==> src/rtl/dmem_arbiter.sv <==
// Data-memory sequencer/arbiter: MEM-stage load/store vs. word loader port,
// req/ack handshake, big-endian lane steering. Define DMEM_ARB_RR_EN for round-robin ties.
module dmem_arbiter (
  input  logic        clk,
  input  logic        reset,
  input  logic        mem_req,
  input  logic        mem_wr,
  input  logic [1:0]  mem_dsize,
  input  logic        mem_loadext,
  input  logic [31:0] mem_addr,
  input  logic [31:0] mem_wdata,
  output logic [31:0] mem_rdata,
  output logic        done_mem,
  output logic        mem_misalign,
  output logic        stall,
  input  logic        ld_req,
  input  logic        ld_wr,
  input  logic [31:0] ld_addr,
  input  logic [31:0] ld_wdata,
  output logic [31:0] ld_rdata,
  output logic        ld_done,
  output logic        dm_req,
  output logic        dm_wr,
  output logic [3:0]  dm_be,
  output logic [31:0] dm_addr,
  output logic [31:0] dm_wdata,
  input  logic [31:0] dm_rdata,
  input  logic        dm_ack
);

  typedef enum logic [1:0] {S_IDLE, S_BUSY, S_DONE} state_t;
  typedef enum logic {OWN_MEM, OWN_LD} own_t;

  state_t      state_q, state_d;
  own_t        own_q, own_d;
  logic        wr_q, ext_q, mis_q;
  logic [3:0]  be_q;
  logic [31:0] addr_q, wdata_q, mrdata_q, lrdata_q;
  logic [1:0]  size_q, lane_q;

  logic        any_req, grant_ld, mis_now;
  logic [3:0]  be_mem;
  logic [31:0] wd_mem, cmd_addr, ld_ext;
  logic [7:0]  byte_sel;
  logic [15:0] half_sel;

  assign any_req = mem_req | ld_req;

`ifdef DMEM_ARB_RR_EN
  own_t last_q;
  assign grant_ld = ld_req & (~mem_req | (last_q == OWN_MEM));
`else
  assign grant_ld = ld_req & ~mem_req;
`endif

  assign cmd_addr = grant_ld ? ld_addr : mem_addr;
  assign mis_now  = ((mem_dsize == 2'b01) & mem_addr[0]) | (mem_dsize[1] & (|mem_addr[1:0]));

  always_comb begin
    be_mem = 4'b1111;
    wd_mem = mem_wdata;
    case (mem_dsize)
      2'b00: begin
        be_mem = 4'b1000 >> mem_addr[1:0];
        wd_mem = {4{mem_wdata[7:0]}};
      end
      2'b01: begin
        be_mem = mem_addr[1] ? 4'b0011 : 4'b1100;
        wd_mem = {2{mem_wdata[15:0]}};
      end
      default: ;
    endcase
  end

  // Big-endian: lane 0 lives in bits [31:24]
  always_comb begin
    case (lane_q)
      2'd0:    byte_sel = dm_rdata[31:24];
      2'd1:    byte_sel = dm_rdata[23:16];
      2'd2:    byte_sel = dm_rdata[15:8];
      default: byte_sel = dm_rdata[7:0];
    endcase
    half_sel = lane_q[1] ? dm_rdata[15:0] : dm_rdata[31:16];
    case (size_q)
      2'b00:   ld_ext = {{24{ext_q & byte_sel[7]}}, byte_sel};
      2'b01:   ld_ext = {{16{ext_q & half_sel[15]}}, half_sel};
      default: ld_ext = dm_rdata;
    endcase
  end

  always_comb begin
    state_d = state_q;
    own_d   = own_q;
    case (state_q)
      S_IDLE: if (any_req) begin
        own_d   = grant_ld ? OWN_LD : OWN_MEM;
        state_d = (!grant_ld && mis_now) ? S_DONE : S_BUSY;
      end
      S_BUSY: if (dm_ack) state_d = S_DONE;
      default: state_d = S_IDLE;
    endcase
  end

  always_ff @(posedge clk) begin
    if (reset) begin
      state_q  <= S_IDLE;
      own_q    <= OWN_MEM;
      wr_q     <= 1'b0;
      be_q     <= '0;
      addr_q   <= '0;
      wdata_q  <= '0;
      size_q   <= '0;
      lane_q   <= '0;
      ext_q    <= 1'b0;
      mis_q    <= 1'b0;
      mrdata_q <= '0;
      lrdata_q <= '0;
`ifdef DMEM_ARB_RR_EN
      last_q   <= OWN_LD;
`endif
    end else begin
      state_q <= state_d;
      own_q   <= own_d;
      if (state_q == S_IDLE && any_req) begin
        addr_q <= {cmd_addr[31:2], 2'b00};
        lane_q <= cmd_addr[1:0];
`ifdef DMEM_ARB_RR_EN
        last_q <= own_d;
`endif
        if (grant_ld) begin
          wr_q    <= ld_wr;
          be_q    <= '1;
          wdata_q <= ld_wdata;
          size_q  <= 2'b10;
          ext_q   <= 1'b0;
          mis_q   <= 1'b0;
        end else begin
          wr_q    <= mem_wr;
          be_q    <= be_mem;
          wdata_q <= wd_mem;
          size_q  <= mem_dsize;
          ext_q   <= mem_loadext;
          mis_q   <= mis_now;
          if (mis_now) mrdata_q <= '0;
        end
      end
      if (state_q == S_BUSY && dm_ack) begin
        if (own_q == OWN_MEM) mrdata_q <= ld_ext;
        else                  lrdata_q <= dm_rdata;
      end
    end
  end

  assign dm_req       = (state_q == S_BUSY);
  assign dm_wr        = wr_q;
  assign dm_be        = be_q;
  assign dm_addr      = addr_q;
  assign dm_wdata     = wdata_q;
  assign done_mem     = (state_q == S_DONE) && (own_q == OWN_MEM);
  assign ld_done      = (state_q == S_DONE) && (own_q == OWN_LD);
  assign mem_misalign = done_mem & mis_q;
  assign mem_rdata    = mrdata_q;
  assign ld_rdata     = lrdata_q;
  assign stall        = mem_req & ~done_mem;

endmodule
==> config.mk <==
export PLATFORM = sky130hd
export DESIGN_NAME = dmem_arbiter
export DESIGN_NICKNAME = d
export VERILOG_FILES = /design/src/rtl/dmem_arbiter.sv
export SDC_FILE = /design/constraint.sdc
export NUM_CORES = 1
export LEC_CHECK = 0
export ABC_AREA = 0
export CORE_AREA = 2 2 120 122
export CTS_CLUSTER_DIAMETER = 120
export DETAILED_ROUTE_END_ITERATION = 6
export DIE_AREA = 0 0 122 124
export DONT_BUFFER_PORTS = 1
export PLACE_DENSITY_LB_ADDON = 0.3
export SYNTH_ARGS = -nofsm -noshare
export SYNTH_HDL_FRONTEND = slang
export SYNTH_SLANG_ARGS = --single-unit
==> constraint.sdc <==
create_clock -name clk -period 2 [get_ports clk]
set_input_delay 0.4 -clock clk [delete_from_list [all_inputs] [get_ports clk]]
set_output_delay 0.4 -clock clk [all_outputs]
set_load 0.01 [all_outputs]
==> key figures <==
Status
  • Status: finished, final reports clean

Global routing
  • Initial antenna violation count: 1
  • GRT Util Overall: 26.82%
  • Total grt overflow: 0
  • Largest net degree at the start of global routing: 102
  • Vias in the first global route: 5672
  • First-pass GRT wire length: 31090 um

Timing
  • Post-layout min period: 1.880 ns
  • Setup WS post-layout: 0.1197 ns
  • Period utilization: 94.01%
  • Max Slew Vio Count: 0
  • Slew headroom: 48.95%
  • Worst Skew: 0.009889 ns
  • RSZ-0062 raised after global routing: false
  • Final TNS setup: 0 ns
  • Max Clk Rate: 0.5318 GHz
  • Final hold violations: 0
  • WHS: 0.04612 ns
  • Worst Tran Pin Value: 0.7629 ns
  • Final setup violation count: 0

CTS
  • CTS sink count: 140
  • Hold_buf cts: 0
  • Clk Latency, worst-skew pair: 0.42 ns
  • Number of setup buffers added after CTS: 0
  • CTS buffer count: 17
  • Clock root buffer: clkbuf_16
  • Post-cts resize count: 0
  • Clock transition at path regs: 0.06 ns
  • CTS max path bufs: 2
  • H-tree levels: 4
  • CTS tree: done

Pwr
  • Pwr per Cell Area: 1023 nW/um2
  • Overall power: 7459 uW
  • Max VDD drop: 543.4 uV
  • Leakage: 0.002670 uW

Synthesis
  • Seq/Total Area, Yosys: 42.26%
  • Mapped Area: 6633 um2
  • Distinct cell type count after synthesis: 59
  • Mapped Cells: 806
  • YS warnings: 0
  • Post-synth ARST share: 0%
  • Number of synthesized flops with an enable pin: 0
  • Post-synth top flop: dfxtp_1
  • Register bit count reported by yosys: 140
  • Avg Synthesized Cell Area: 8.229 um2

Run
  • Max cap viols: 0

Floorplanning
  • Cell Rows: 43
  • Die H: 124 um
  • Die area: 15130 um2
  • Initial Utilization: 48.34%
  • Die X-Extent: 122 um
  • Core box area: 13720 um2
  • Ports: 308

Hold path
  • Worst Hold Class: in2reg

Placed design
  • Pre-CTS setup slack: 0.2354 ns
  • Post-DP HPWL: 15260 um
  • Routability-driven placement congestion ratio: 0.9631
  • PortBufs: 0
  • Placed Cells: 932

Worst setup path
  • Startpoint Class: flop
  • Arrival @ worst endpoint: 1.48 ns
  • Worst-path fanout max: 11
  • Kind of critical path: reg2out
  • CP Capture Type: output port
  • WP data required: 1.60 ns

Finish
  • # nets final: 941
  • Fin cells: 964
  • Area growth syn-to-layout: 9.960%
  • Commonest cells after routing, fill and taps aside: nand2_1 (189), dfxtp_1 (140), a21oi_1 (89)
  • Ant diodes: 0
  • # fillers: 1254
  • Layout cells sized above 1: 11.10%
  • Most common cell after layout, fill and taps aside: nand2_1

Route
  • DRC violations left: 0
  • Avg WL per Cell: 21.80 um
  • Routed vias/inst: 6.170
  • Antenna-violating nets left: 0
  • DR pass1 iterations: 5
  • Initial DRC count: 331
  • Vias: 5948
  • Post-Route WL: 21010 um
## cell usage after synthesis, types with 7 or more instances
cell type	number	share of area (%)
nand2_1	189	11
dfxtp_1	140	42
a21oi_1	89	6.7
nor2_1	61	3.5
a211oi_1	40	4.5
clkbuf_1	38	2.2
o22a_1	35	4.6
buf_2	23	1.7
mux2i_1	20	3.0
a22oi_1	14	1.6
mux2_2	14	2.4
o211ai_1	11	1.2
a31o_2	10	1.3
buf_4	9	1.0
nand3b_1	9	1.0
o21ai_0	8	0.60
nor2b_1	7	0.66
## layer usage
layer	track usage (%)	part of all wire, %	up-vias
li1	-	-	2785
met4	12.86	3.5	2
met1	31.12	38	2795
met3	10.90	11	62
met2	43.19	48	304
met5	0	0.076	-
## layout make-up
class,instances,area [um2],share of cell area [%]
sequential,140,2803,38.43
inverter,7,26.28,0.3603
clock inverter,11,117.6,1.613
tap,180,225.2,3.088
multi-input combinational,588,3473,47.62
clock buffer,21,470.5,6.451
timing repair buffer,17,177.7,2.436
## worst paths after layout
path                      startpoint                   endpoint  slack (ns)  cells past startpoint
max          state_q[0]$_SDFFE_PP0P_                      stall        0.12                      3
min                            reset  dm_wdata[14]$_SDFFE_PP0P_        0.05                      1
max reg2reg  state_q[0]$_SDFFE_PP0P_    mem_rdata[9]$_SDFF_PP0_        0.24                      4
min reg2reg       mis_q$_SDFFE_PP0P_         mis_q$_SDFFE_PP0P_        0.48                      2
## registers in the layout, summed over array words and instances, names as in the netlist
| name | cells |
|---|---|
| mem_rdata | 32 |
| ext_q | 1 |
| own_q | 1 |
| state_q | 2 |
| dm_wdata | 32 |
| dm_wr | 1 |
| ld_rdata | 32 |
| dm_be | 4 |
| mis_q | 1 |
| size_q | 2 |
| lane_q | 2 |
| dm_addr | 30 |
## power by group
group	total, uW	switching, uW	internal (uW)
clock	3120	1190	1930
sequential	3280	282	3000
combinational	1060	601	455
total	7460	2080	5380
## stage by stage
step	utilization [%]	instance area, um2
floorplan	-	6636
global placement	48.87	6705
detailed placement	48.87	6705
CTS	53.16	7293
global route	53.16	7293
finish	53.16	7293
## logic make-up (layout without fill, tap and decap cells)
| group | after synthesis | after routing | share of synthesized area, % |
|---|---|---|---|
| multiplexers | 34 | 34 | 5.395 |
| AND/OR/NAND/NOR | 303 | 303 | 20.28 |
| other | 1 | 2 | 0.05654 |
| flip-flops | 140 | 140 | 42.26 |
| AO/OA/AOI/OAI | 249 | 249 | 26.18 |
| buffers and inverters | 79 | 56 | 5.829 |
## worst max-delay path, stage by stage, from the launching register on
cell and delay (ns):
dfxtp_1 0.57, nor3b_1 0.10, buf_4 0.17, nor2b_1 0.21
Note: power is estimated with default switching activity, not from simulation.
